--- config.mk ---
export PLATFORM = sky130hd
export DESIGN_NAME = alu_sequencer
export DESIGN_NICKNAME = d
export VERILOG_FILES = /design/src/rtl/alu_sequencer.sv
export SDC_FILE = /design/constraint.sdc
export NUM_CORES = 1
export LEC_CHECK = 0
export ABC_AREA = 1
export ABC_CLOCK_PERIOD_IN_PS = 2740
export BUFFER_PORTS_ARGS = -buffer_cell sky130_fd_sc_hd__clkbuf_2
export CAP_MARGIN = 20
export CORE_ASPECT_RATIO = 0.8
export CORE_MARGIN = 2
export CORE_UTILIZATION = 54
export DETAILED_ROUTE_END_ITERATION = 8
export PLACE_DENSITY = 0.95
export SLEW_MARGIN = 20
export SYNTH_ARGS = -nofsm -noshare
export SYNTH_HDL_FRONTEND = slang
export SYNTH_SLANG_ARGS = --single-unit
--- constraint.sdc ---
create_clock -name clk -period 2.74 [get_ports clk]
set_input_delay 0.274 -clock clk [delete_from_list [all_inputs] [get_ports clk]]
set_output_delay 0.274 -clock clk [all_outputs]
set_load 0.03 [all_outputs]
--- src/rtl/alu_sequencer.sv ---
// alu_sequencer
// Operator-facing control FSM for the 8-bit switch/button ALU demonstrator.
// Captures operand A, operand B and an opcode from the switches and buttons,
// holds the ALU inputs stable for a settle window, then registers the ALU
// result and flags and chooses what the seven-segment display shows.
//
// Ports:
//   clk, reset            system clock, synchronous active-high reset
//   sw_data               live switch word
//   enter_p, back_p       confirm / undo pulses (one cycle wide)
//   op_next_p, op_prev_p  opcode step pulses
//   alu_result, alu_flags combinational ALU output and {N,Z,C,V}
//   alu_a, alu_b, alu_op  registered ALU inputs
//   result, flags         captured ALU output
//   disp_value            value routed to the seven-segment driver
//   stage                 current state code, for the LEDs
//   busy                  high while the ALU is settling
//
// Configuration macro: ALU_CHAIN_EN
//   defined   - enter in SHOW loads the result into A and goes to LOAD_B
//   undefined - enter in SHOW clears result/flags and goes to LOAD_A
module alu_sequencer #(
  parameter int WIDTH       = 8,
  parameter int NUM_OPS     = 5,
  parameter int CALC_CYCLES = 2
) (
  input  logic             clk,
  input  logic             reset,
  input  logic [WIDTH-1:0] sw_data,
  input  logic             enter_p,
  input  logic             back_p,
  input  logic             op_next_p,
  input  logic             op_prev_p,
  input  logic [WIDTH-1:0] alu_result,
  input  logic [3:0]       alu_flags,
  output logic [WIDTH-1:0] alu_a,
  output logic [WIDTH-1:0] alu_b,
  output logic [2:0]       alu_op,
  output logic [WIDTH-1:0] result,
  output logic [3:0]       flags,
  output logic [WIDTH-1:0] disp_value,
  output logic [2:0]       stage,
  output logic             busy
);

  typedef enum logic [2:0] {
    LOAD_A = 3'd0,
    LOAD_B = 3'd1,
    SEL_OP = 3'd2,
    CALC   = 3'd3,
    SHOW   = 3'd4
  } state_t;

  localparam int CW = (CALC_CYCLES > 1) ? $clog2(CALC_CYCLES) : 1;
  localparam logic [2:0]    OP_MAX    = 3'(NUM_OPS - 1);
  localparam logic [CW-1:0] CNT_START = CW'(CALC_CYCLES - 1);

  state_t           state, state_next;
  logic [CW-1:0]    cnt, cnt_next;
  logic [WIDTH-1:0] a_next, b_next, result_next, disp_next;
  logic [2:0]       op_next;
  logic [3:0]       flags_next;

  // State and every output are registered so the display and LEDs only
  // change on a clock edge.
  always_ff @(posedge clk) begin
    if (reset) begin
      state      <= LOAD_A;
      cnt        <= '0;
      alu_a      <= '0;
      alu_b      <= '0;
      alu_op     <= '0;
      result     <= '0;
      flags      <= '0;
      disp_value <= '0;
      busy       <= 1'b0;
    end else begin
      state      <= state_next;
      cnt        <= cnt_next;
      alu_a      <= a_next;
      alu_b      <= b_next;
      alu_op     <= op_next;
      result     <= result_next;
      flags      <= flags_next;
      disp_value <= disp_next;
      busy       <= (state_next == CALC);
    end
  end

  assign stage = state;

  // Next-state and next-register values. The if/else chains give the
  // pulse priority enter > back > next > prev; only the winner acts.
  always_comb begin
    state_next  = state;
    cnt_next    = cnt;
    a_next      = alu_a;
    b_next      = alu_b;
    op_next     = alu_op;
    result_next = result;
    flags_next  = flags;

    unique case (state)
      LOAD_A: begin
        if (enter_p) begin
          a_next     = sw_data;
          state_next = LOAD_B;
        end
      end
      LOAD_B: begin
        if (enter_p) begin
          b_next     = sw_data;
          state_next = SEL_OP;
        end else if (back_p) begin
          state_next = LOAD_A;
        end
      end
      SEL_OP: begin
        if (enter_p) begin
          cnt_next   = CNT_START;
          state_next = CALC;
        end else if (back_p) begin
          state_next = LOAD_B;
        end else if (op_next_p) begin
          op_next = (alu_op == OP_MAX) ? 3'd0 : alu_op + 3'd1;
        end else if (op_prev_p) begin
          op_next = (alu_op == 3'd0) ? OP_MAX : alu_op - 3'd1;
        end
      end
      CALC: begin
        // Inputs are frozen here; the capture happens on the last
        // cycle of the settle window.
        if (cnt == '0) begin
          result_next = alu_result;
          flags_next  = alu_flags;
          state_next  = SHOW;
        end else begin
          cnt_next = cnt - 1'b1;
        end
      end
      SHOW: begin
        if (enter_p) begin
`ifdef ALU_CHAIN_EN
          a_next     = result;
          state_next = LOAD_B;
`else
          result_next = '0;
          flags_next  = '0;
          state_next  = LOAD_A;
`endif
        end else if (back_p) begin
          state_next = SEL_OP;
        end
      end
      default: begin
        state_next = LOAD_A;
      end
    endcase
  end

  // Display source follows the state being entered so it lines up with
  // the registered stage output.
  always_comb begin
    disp_next = '0;
    unique case (state_next)
      LOAD_A, LOAD_B: disp_next = sw_data;
      SEL_OP:         disp_next = WIDTH'(op_next);
      CALC:           disp_next = a_next;
      SHOW:           disp_next = result_next;
      default:        disp_next = '0;
    endcase
  end

endmodule

==> results by group, run 1 <==
Finish
  – Nets: 417
  – Fraction of final layout cells with drive strength greater than 1: 25.0%
  – Inserted Diodes: 0
  – Area occupied by registers: 881 sq um
  – Non-Filler Instances: 443
  – Fill cells: 337
  – Synth-to-layout area growth: 21.7%
  – Multi-input gate area: 0.00104 sq mm
  – Utilization after layout: 68.8%

Synth
  – Most frequent cell after synthesis: sky130_fd_sc_hd__nand2_1
  – Number of synthesized flops with an enable pin: 0
  – Mapped Nets: 349
  – Top cells by area in the synthesized netlist: sky130_fd_sc_hd__dfxtp_1, sky130_fd_sc_hd__nand2_1, sky130_fd_sc_hd__nor2_1, sky130_fd_sc_hd__inv_1, sky130_fd_sc_hd__nand3_1
  – Async SR Flop Fraction: 0%
  – Flip-flop and latch count after synthesis: 44
  – Sequential fraction of the synthesis area: 41.0%
  – Area share of the largest cell type after synthesis: 41.0%
  – Avg Synthesized Cell Area: 6.74 sq um
  – Synthesized netlist cell count: 319
  – Top cell type by total area after synthesis: sky130_fd_sc_hd__dfxtp_1
  – Most used flip-flop cell after synthesis: sky130_fd_sc_hd__dfxtp_1
  – Number of distinct library cells after synthesis: 24
  – Syn. warnings: 0
  – Cell types with the highest counts after synthesis: sky130_fd_sc_hd__nand2_1, sky130_fd_sc_hd__dfxtp_1, sky130_fd_sc_hd__nor2_1
  – Post-synthesis instance area: 0.00215 sq mm

Clock network
  – Number of buffers inserted to repair setup after CTS: 0
  – Deepest clock path buffer count: 2
  – CTS-repair resized insts: 0
  – Total clock sinks: 44
  – Number of levels the H-tree was split into: 2
  – TritonCTS clock tree: yes
  – Number of buffers inserted during clock tree synthesis: 5
  – Root cell of the clock tree: sky130_fd_sc_hd__clkbuf_8
  – Hold bufs inserted after CTS: 0
  – Skew-Pair Late Insertion Delay: 0.29 ns
  – Clock edge transition at the registers on the reported setup and hold paths: 0.08 ns

Worst setup path
  – Data arrival time of the critical path: 1.97 ns
  – Path type of the worst setup path: flip-flop to flip-flop
  – Crit path top cell by count: sky130_fd_sc_hd__nand2_1
  – Worst-path fanout max: 4
  – Library cell contributing the largest single delay on the critical path: sky130_fd_sc_hd__dfxtp_1
  – Kind of start point of the critical path: flip-flop
  – Max stage delay on crit path: 0.39 ns
  – Crit end category: flip-flop
  – Gate family responsible for the most delay along the worst path: adder cells
  – Length in cells of the worst reg-to-reg path: 14
  – Required time reported for the critical path endpoint: 2.90 ns
  – CP Buf/Inv Count: 3
  – Crit path cell chain: inv_1 > ha_1 > ha_1 > inv_1 > nand2_1 > nand2_1 > nand2_1 > nand3_1 > nand2_1 > inv_1 > nand2_1 > nand2_1 > nor2_1 > nor2_1
  – CP Depth: 14

Route
  – Routed length per instance: 11.2 um
  – Number of violations reported at the end of detailed-routing iteration 0: 220
  – Number of remaining DRC errors: 0
  – Antenna Violating Nets Remaining: 0
  – Via/cell ratio: 4.81
  – Post-Route WL: 4960 um
  – Detailed Routing Iterations Pass 1: 4
  – DR vias: 2,131

Power
  – Power density of the placed cells: 565 mW/mm^2
  – Max VDD drop: 0.000455 V
  – Clock share of power: 32.9%
  – Final total power: 1.48 mW
  – Switching power as a share of total power: 29.8%
  – Internal cell power: 1.04 mW
  – Leakage power: 1.41 nW
  – Net load switching power: 440 uW
  – Sequential Power Share: 47.2%
  – Share of power burned in combinational logic: 19.9%

Place
  – DP Worst Slack: 0.975 ns
  – Half-perimeter wire length of the detailed placement result: 3770 um
  – Last weighted congestion value of the routability-driven placer: 0.872
  – Number of buffers added on ports: 68
  – DP Cell Count: 435

GRT
  – Initial antenna violation count: 0
  – Total grt overflow: 0
  – Global routing usage summed across all routing layers: 24.5%
  – Pin count of the biggest net entering global routing: 31
  – Wire length of the first global-routing pass: 8540 um
  – Via count of the first global-routing pass: 1,957

Timing
  – Final slew viol count: 0
  – Min cycle time layout: 1.81 ns
  – Post-route clock period utilization: 65.9%
  – Final number of hold-violating endpoints: 0
  – Final-report setup violation count: 0
  – Final WS setup: 0.933 ns
  – Worst rel slew slack: 59.8%
  – Setup repair after global routing missed its margin: no
  – Total Negative Setup Slacks: 0 ns
  – Worst clock skew: 0.00558 ns
  – Worst slew pin tran: 0.602 ns
  – Peak Freq: 553 MHz

Die
  – IO Count: 69
  – Vert. Die Dim: 60.4 um
  – Number of core rows: 20
  – Initial Utilization: 56.5%
  – Total Die Area: 0.00450 sq mm
  – Die Width: 74.5 um
  – Core area: 0.00380 sq mm

Hold path
  – Number of cells traversed by the worst hold path: 3
  – Path category of the worst min-delay check: input port to flip-flop

Flow run
  – Count of max-cap constraint violations: 0

Outcome
  – Result of the run: finished clean
-- metrics by stage --
step | hold WS (ns) | cell area (sq um)
after floorplan | 0.417 | 2150
after global placement | 0.448 | 2510
after detailed placement | 0.459 | 2510
after CTS | 0.205 | 2620
after global routing | 0.216 | 2620
final | 0.211 | 2620
-- path summary, 6_finish.rpt --
check / from / end / slack [ns]
hold / removal: alu_flags[3] / flags[3]$_SDFFE_PP0P_ / 0.21
setup / recovery: alu_op[0]$_SDFF_PP0_ / disp_value[2]$_SDFF_PP0_ / 0.93
hold reg to reg: flags[3]$_SDFFE_PP0P_ / flags[3]$_SDFFE_PP0P_ / 0.47
setup reg to reg: alu_op[0]$_SDFF_PP0_ / disp_value[2]$_SDFF_PP0_ / 0.93
-- worst min-delay path, delay by kind of cell --
| kind | cells | cell delay, ns |
|---|---|---|
| buffers and inverters | 1 | 0.08 |
| AO/OA/AOI/OAI | 1 | 0.05 |
| AND/OR/NAND/NOR | 1 | 0.05 |
-- sequential cells by signal, summed over array words and instances (netlist names) --
signal / flops
busy: 1
cnt: 1
disp_value: 8
alu_b: 8
stage: 3
alu_op: 3
alu_a: 8
result: 8
flags: 4
-- layout by cell type (no fill, tap or decap), types with 2 or more instances in the layout --
cell	instances
sky130_fd_sc_hd__nand2_1	99
sky130_fd_sc_hd__clkbuf_2	68
sky130_fd_sc_hd__nor2_1	44
sky130_fd_sc_hd__dfxtp_1	44
sky130_fd_sc_hd__inv_1	42
sky130_fd_sc_hd__nand3_1	21
sky130_fd_sc_hd__a21oi_1	14
sky130_fd_sc_hd__o21ai_0	9
sky130_fd_sc_hd__o21a_1	8
sky130_fd_sc_hd__nor2_2	7
sky130_fd_sc_hd__inv_2	5
sky130_fd_sc_hd__clkbuf_8	5
sky130_fd_sc_hd__nand2_2	4
sky130_fd_sc_hd__ha_1	4
sky130_fd_sc_hd__nand4_1	2
sky130_fd_sc_hd__clkinv_2	2
sky130_fd_sc_hd__nand3b_1	2
-- routing by layer --
| layer | part of all wire [%] | track usage (%) | vias up | wire length (um) |
|---|---|---|---|---|
| met5 | 0 | 0 | - | 0 |
| met4 | 1.1 | 5.87 | 0 | 57 |
| met3 | 8.6 | 6.64 | 6 | 427 |
| met2 | 45 | 41.1 | 88 | 2250 |
| met1 | 45 | 31.9 | 924 | 2230 |
| li1 | - | - | 1113 | - |
-- power by group through the flow --
stage	combinational (mW)	clock, mW	sequential, mW
floorplan	0.145	0	0.778
global placement	0.286	0	0.710
detailed placement	0.291	0	0.712
CTS	0.294	0.493	0.697
global route	0.330	0.519	0.701
finish	0.294	0.487	0.697
-- cells by family (layout without fill, tap and decap cells) --
family | after synthesis | in the layout | synth area share [%]
AOI/OAI and AO/OA | 33 | 33 | 9.26
adders and majority gates | 4 | 4 | 2.33
buffers and inverters | 55 | 124 | 10.8
DFF | 44 | 44 | 41.0
and+or+nand+nor | 183 | 183 | 36.7
-- cell type report --
type | count | share of cell area [%]
multi-input cells | 220 | 39.6
flip-flops and latches | 44 | 33.7
repair buffers | 68 | 13.0
inverters | 48 | 6.93
clock buffers | 6 | 2.77
well taps | 55 | 2.63
clock inverters | 2 | 1.34
Note: power is estimated with default switching activity, not from simulation.
==> run 2: changes to the inputs <==
--- a/config.mk
+++ b/config.mk
@@ -5,15 +5,15 @@
 export SDC_FILE = /design/constraint.sdc
 export NUM_CORES = 1
 export LEC_CHECK = 0
-export ABC_AREA = 1
-export ABC_CLOCK_PERIOD_IN_PS = 2740
+export ABC_AREA = 0
+export ABC_CLOCK_PERIOD_IN_PS = 1800
 export BUFFER_PORTS_ARGS = -buffer_cell sky130_fd_sc_hd__clkbuf_2
 export CAP_MARGIN = 20
 export CORE_ASPECT_RATIO = 0.8
 export CORE_MARGIN = 2
-export CORE_UTILIZATION = 54
+export CORE_UTILIZATION = 49
 export DETAILED_ROUTE_END_ITERATION = 8
-export PLACE_DENSITY = 0.95
+export PLACE_DENSITY = 0.89
 export SLEW_MARGIN = 20
 export SYNTH_ARGS = -nofsm -noshare
 export SYNTH_HDL_FRONTEND = slang
==> constraint.sdc (replaced) <==
create_clock -name clk -period 1.8 [get_ports clk]
set_input_delay 0.18 -clock clk [delete_from_list [all_inputs] [get_ports clk]]
set_output_delay 0.18 -clock clk [all_outputs]
set_load 0.03 [all_outputs]
==> run 2 against run 1 <==
Final area increased by 3.0%. Critical path depth down 9. Combinational power rose by 33%. First-iteration DRC count is 6.4% higher. Area after synthesis down 7.1%.
==> results by group, run 2 <==
Clock network
  – Deepest clock path buffer count: 2
  – TritonCTS clock tree: yes
  – Skew-Pair Late Insertion Delay: 0.29 ns
  – Root cell of the clock tree: sky130_fd_sc_hd__clkbuf_8
  – Total clock sinks: 44
  – Number of buffers inserted during clock tree synthesis: 5
  – Clock edge transition at the registers on the reported setup and hold paths: 0.08 ns
  – Number of levels the H-tree was split into: 2

Die
  – Initial Utilization: 51.8%
  – Total Die Area: 0.00461 sq mm
  – Vert. Die Dim: 61.1 um
  – Number of core rows: 20
  – IO Count: 69
  – Die Width: 75.4 um
  – Core area: 0.00385 sq mm

Synth
  – Most used flip-flop cell after synthesis: sky130_fd_sc_hd__dfxtp_1
  – Synthesized netlist cell count: 221
  – Number of distinct library cells after synthesis: 44
  – Number of synthesized flops with an enable pin: 0
  – Syn. warnings: 0
  – Async SR Flop Fraction: 0%
  – Cell types with the highest counts after synthesis: sky130_fd_sc_hd__dfxtp_1, sky130_fd_sc_hd__nor2_1, sky130_fd_sc_hd__nand2_1
  – Top cells by area in the synthesized netlist: sky130_fd_sc_hd__dfxtp_1, sky130_fd_sc_hd__mux2i_1, sky130_fd_sc_hd__nor2_1, sky130_fd_sc_hd__nand2_1, sky130_fd_sc_hd__nor2b_1
  – Top cell type by total area after synthesis: sky130_fd_sc_hd__dfxtp_1
  – Avg Synthesized Cell Area: 9.04 sq um
  – Area share of the largest cell type after synthesis: 44.1%
  – Sequential fraction of the synthesis area: 44.1%
  – Post-synthesis instance area: 0.00200 sq mm
  – Most frequent cell after synthesis: sky130_fd_sc_hd__dfxtp_1
  – Flip-flop and latch count after synthesis: 44
  – Mapped Nets: 251

Place
  – DP Worst Slack: -0.0431 ns
  – Half-perimeter wire length of the detailed placement result: 3900 um
  – Number of buffers added on ports: 68
  – Last weighted congestion value of the routability-driven placer: 0.949

Timing
  – Setup repair after global routing missed its margin: yes
  – Worst slew pin tran: 0.645 ns
  – Post-route clock period utilization: 99.9%
  – Min cycle time layout: 1.80 ns
  – Worst clock skew: 0.00366 ns
  – Peak Freq: 556 MHz
  – Total Negative Setup Slacks: 0 ns
  – Final slew viol count: 0
  – Final WS setup: 0.00147 ns
  – Final number of hold-violating endpoints: 0
  – Worst rel slew slack: 57.0%
  – Final-report setup violation count: 0
  – Hold Worst Slack: 0.130 ns

Finish
  – Synth-to-layout area growth: 34.9%
  – Nets: 332
  – Utilization after layout: 69.9%
  – Most common cell after layout, fill and taps aside: sky130_fd_sc_hd__clkbuf_2
  – Fraction of final layout cells with drive strength greater than 1: 39.9%
  – Commonest cells after routing, fill and taps aside: sky130_fd_sc_hd__clkbuf_2, sky130_fd_sc_hd__dfxtp_1, sky130_fd_sc_hd__nor2_1
  – Inserted Diodes: 0

Route
  – Post-Route WL: 5480 um
  – Number of violations reported at the end of detailed-routing iteration 0: 234
  – Detailed Routing Iterations Pass 1: 6
  – Routed length per instance: 15.3 um
  – Number of remaining DRC errors: 0
  – DR vias: 2,015
  – Antenna Violating Nets Remaining: 0
  – Via/cell ratio: 5.63

Power
  – Power density of the placed cells: 765 mW/mm^2
  – Leakage power: 1.21 nW
  – Max VDD drop: 0.000532 V

GRT
  – Global routing usage summed across all routing layers: 24.7%
  – Wire length of the first global-routing pass: 8570 um
  – Pin count of the biggest net entering global routing: 33
  – Via count of the first global-routing pass: 1,862
  – Total grt overflow: 0
  – Initial antenna violation count: 0

Worst setup path
  – Crit end category: flip-flop
  – Path type of the worst setup path: flip-flop to flip-flop
  – Required time reported for the critical path endpoint: 2.02 ns
  – Data arrival time of the critical path: 2.02 ns
  – Worst-path fanout max: 5
  – Kind of start point of the critical path: flip-flop

Flow run
  – Count of max-cap constraint violations: 0

Hold path
  – Path category of the worst min-delay check: input port to flip-flop

Outcome
  – Result of the run: finished clean
run 2: area by class of cell:
| cell class | count | area, sq um |
|---|---|---|
| clock buffers | 6 | 82.6 |
| multi-input cells | 156 | 1110 |
| clock inverters | 2 | 10.0 |
| repair buffers | 88 | 510 |
| flip-flops and latches | 44 | 890 |
| inverters | 7 | 26.3 |
| well taps | 55 | 68.8 |
| fillers | 314 | 1160 |
run 2: final timing paths:
path | startpoint | endpoint | slack (ns) | cells past startpoint
max reg2reg | stage[2]$_SDFF_PP0_ | disp_value[1]$_SDFF_PP0_ | 0.001 | 5
max | stage[2]$_SDFF_PP0_ | disp_value[1]$_SDFF_PP0_ | 0.001 | 5
min reg2reg | alu_a[1]$_SDFF_PP0_ | alu_a[1]$_SDFF_PP0_ | 0.48 | 2
min | alu_flags[1] | flags[1]$_SDFFE_PP0P_ | 0.13 | 3
run 2: report_power, final:
part	switching, mW	internal [mW]	total [mW]
Combinational	0.247	0.142	0.390
Clock	0.323	0.306	0.630
Sequential	0.0263	1.02	1.04
Total	0.597	1.46	2.06
run 2: worst max-delay path: stages, from the launching register on:
cell	delay (ns)
sky130_fd_sc_hd__dfxtp_2	0.33
sky130_fd_sc_hd__or4b_4	0.56
sky130_fd_sc_hd__or2_4	0.29
sky130_fd_sc_hd__o41ai_4	0.33
sky130_fd_sc_hd__o21ai_2	0.08
sky130_fd_sc_hd__a21oi_1	0.14
run 2: kinds of logic after synthesis:
| logic type | synth area share (%) |
|---|---|
| AOI/OAI and AO/OA | 19.8 |
| xor gates and xnor gates | 0.439 |
| adders and majority gates | 2.51 |
| buffers and inverters | 4.07 |
| DFF | 44.1 |
| muxes | 5.51 |
| and+or+nand+nor | 23.6 |
run 2: metrics by stage:
step	cells	total power [mW]	cell area (sq um)
4_1_cts	356	2.05	2610
5_1_grt	358	2.16	2690
3_5_place_dp	348	1.42	2490
3_3_place_gp	348	1.41	2490
2_1_floorplan	221	1.29	2010
6_report	358	2.06	2690
run 2: timing repair:
item                                    in CTS  in global routing
gates resized for setup                      6                 12
buffers inserted                             0                  2
hold buffers                                 0                  0
cloned                                       0                  0
pin swaps                                    5                  6
endpoints found under the hold margin        0                  0
endpoints found under the setup margin       3                  7
run 2: routing by layer:
metal	GRT usage [%]	up-vias	wire, um
met4	9.02	0	48
met1	32.7	931	2310
met5	0	-	0
met2	38.6	113	2600
li1	-	963	-
met3	7.36	8	521
==> run 3: changes to the inputs <==
--- a/config.mk
+++ b/config.mk
@@ -9,11 +9,13 @@
 export ABC_CLOCK_PERIOD_IN_PS = 1800
 export BUFFER_PORTS_ARGS = -buffer_cell sky130_fd_sc_hd__clkbuf_2
 export CAP_MARGIN = 20
+export CELL_PAD_IN_SITES_DETAIL_PLACEMENT = 1
+export CELL_PAD_IN_SITES_GLOBAL_PLACEMENT = 1
 export CORE_ASPECT_RATIO = 0.8
 export CORE_MARGIN = 2
-export CORE_UTILIZATION = 49
+export CORE_UTILIZATION = 36
 export DETAILED_ROUTE_END_ITERATION = 8
-export PLACE_DENSITY = 0.89
+export PLACE_DENSITY = 0.9
 export SLEW_MARGIN = 20
 export SYNTH_ARGS = -nofsm -noshare
 export SYNTH_HDL_FRONTEND = slang
==> run 3 against run 2 <==
The run now ends with negative setup slack left. Global-route usage decreased by 3.0 points. Clock skew increased by 0.0041 ns. Final area increased by 3.0%. Critical path type unchanged.
==> results by group, run 3 (synthesis gave the netlist of run 2 again) <==
Outcome
  – Result of the run: complete, but fails checks
  – Violated checks: negative setup slack

Power
  – Power density of the placed cells: 808 mW/mm^2
  – Clock share of power: 35.1%
  – Sequential Power Share: 46.5%
  – Share of power burned in combinational logic: 18.3%
  – Max VDD drop: 0.000525 V
  – Internal cell power: 1.59 mW
  – Leakage power: 1.26 nW
  – Net load switching power: 650 uW
  – Switching power as a share of total power: 29.0%

Clock network
  – Number of buffers inserted during clock tree synthesis: 5
  – Hold bufs inserted after CTS: 0
  – Total clock sinks: 44
  – TritonCTS clock tree: yes
  – Skew-Pair Late Insertion Delay: 0.30 ns
  – Deepest clock path buffer count: 2
  – Clock edge transition at the registers on the reported setup and hold paths: 0.09 ns
  – Number of levels the H-tree was split into: 2
  – Root cell of the clock tree: sky130_fd_sc_hd__clkbuf_8

Die
  – Vert. Die Dim: 70.6 um
  – Total Die Area: 0.00616 sq mm
  – IO Count: 69
  – Core area: 0.00541 sq mm
  – Die Width: 87.3 um
  – Initial Utilization: 36.9%
  – Number of core rows: 24

Route
  – Post-Route WL: 6490 um
  – Via/cell ratio: 5.35
  – Number of remaining DRC errors: 0
  – Number of violations reported at the end of detailed-routing iteration 0: 85
  – Detailed Routing Iterations Pass 1: 4
  – Antenna Violating Nets Remaining: 0
  – Routed length per instance: 17.1 um
  – DR vias: 2,033

Timing
  – Peak Freq: 539 MHz
  – Final number of hold-violating endpoints: 0
  – Worst rel slew slack: 66.6%
  – Worst clock skew: 0.00771 ns
  – Min cycle time layout: 1.85 ns
  – Final WS setup: -0.0542 ns
  – Worst slew pin tran: 0.502 ns
  – Final slew viol count: 0
  – Final-report setup violation count: 1
  – Post-route clock period utilization: 103%
  – Setup repair after global routing missed its margin: yes

Worst setup path
  – Crit end category: flip-flop
  – Worst-path fanout max: 6
  – Source of the critical timing path: stage[2]$_SDFF_PP0_
  – Data arrival time of the critical path: 2.07 ns
  – Path type of the worst setup path: flip-flop to flip-flop
  – Origin of the critical flop-to-flop path: stage[2]$_SDFF_PP0_
  – Kind of start point of the critical path: flip-flop
  – Required time reported for the critical path endpoint: 2.02 ns

Finish
  – Synth-to-layout area growth: 38.9%
  – Inserted Diodes: 0
  – Fraction of final layout cells with drive strength greater than 1: 40.3%
  – Final design instance area without fill: 0.00277 sq mm
  – Nets: 344
  – Most common cell after layout, fill and taps aside: sky130_fd_sc_hd__clkbuf_2
  – Commonest cells after routing, fill and taps aside: sky130_fd_sc_hd__clkbuf_2, sky130_fd_sc_hd__dfxtp_1, sky130_fd_sc_hd__buf_4
  – Utilization after layout: 51.3%

GRT
  – Pin count of the biggest net entering global routing: 26
  – Via count of the first global-routing pass: 2,086
  – Wire length of the first global-routing pass: 10,500 um
  – Global routing usage summed across all routing layers: 21.6%
  – Total grt overflow: 0
  – Initial antenna violation count: 0

Place
  – Last weighted congestion value of the routability-driven placer: 0.865
  – Placed cell areas: 0.00257 sq mm
  – Half-perimeter wire length of the detailed placement result: 4950 um
  – Number of buffers added on ports: 68

Hold path
  – Startpoint of the lowest-slack hold path: sw_data[0]
  – Path category of the worst min-delay check: input port to flip-flop

Flow run
  – Count of max-cap constraint violations: 0
==> run 3: cell types whose count changed in the layout (fill, tap and decap cells not counted), sizes merged <==
cell / before / now
buf: 20 / 32
bufinv: 0 / 1
clkbuf: 74 / 73
clkinv: 2 / 0
clkinvlp: 0 / 1
inv: 7 / 8
==> run 3: worst paths after layout <==
kind | end | slack [ns] | depth (start not counted)
worst max-delay path | disp_value[1]$_SDFF_PP0_ | -0.05 | 5
worst min-delay path | alu_a[0]$_SDFF_PP0_ | 0.13 | 3
worst max register to register | disp_value[1]$_SDFF_PP0_ | -0.05 | 5
worst min register to register | alu_a[0]$_SDFF_PP0_ | 0.48 | 2
==> run 3: repair_timing <==
action	in CTS	in global routing
setup buffers	0	6
cloned	0	0
setup endpoints to repair	2	6
pin swaps	4	7
hold endpoints to repair	0	0
resized for setup	1	11
==> run 3: power groups by stage <==
stage	registers [mW]	logic, mW	clock network [mW]
6_report	1.04	0.411	0.787
3_3_place_gp	1.06	0.371	0
4_1_cts	1.04	0.386	0.802
2_1_floorplan	1.14	0.153	0
5_1_grt	1.05	0.444	0.842
3_5_place_dp	1.07	0.384	0
==> run 3: through the flow <==
stage | power [mW] | worst slack (ns) | setup TNS, ns | cells | hold slack [ns]
3_3_place_gp | 1.43 | 0.0315 | 0 | 366 | 0.426
3_5_place_dp | 1.45 | -0.0649 | -0.0829 | 366 | 0.448
6_report | 2.24 | -0.0542 | -0.0542 | 380 | 0.126
4_1_cts | 2.23 | -0.0604 | -0.0952 | 374 | 0.124
5_1_grt | 2.34 | -0.126 | -0.328 | 380 | 0.135
2_1_floorplan | 1.29 | -0.0367 | -0.0520 | 221 | 0.316
==> run 3: critical path, stage by stage, from the launching register on <==
cell	delay, ns
sky130_fd_sc_hd__dfxtp_2	0.36
sky130_fd_sc_hd__or4b_4	0.55
sky130_fd_sc_hd__or2_4	0.28
sky130_fd_sc_hd__o41ai_4	0.32
sky130_fd_sc_hd__o21ai_1	0.10
sky130_fd_sc_hd__a21oi_1	0.15
==> run 3: area by class of cell <==
class	count	area, sq um
inverters	7	26.3
repair buffers	100	588
multi-input cells	156	1070
well taps	65	81.3
flip-flops and latches	44	892
clock inverters	3	46.3
fillers	673	2630
clock buffers	5	68.8
==> run 3: per-layer routing <==
layer,global-route usage [%],wire [um]
met1,27.9,2790
met2,36.4,3200
met3,5.37,413
met4,5.47,87
met5,0,0
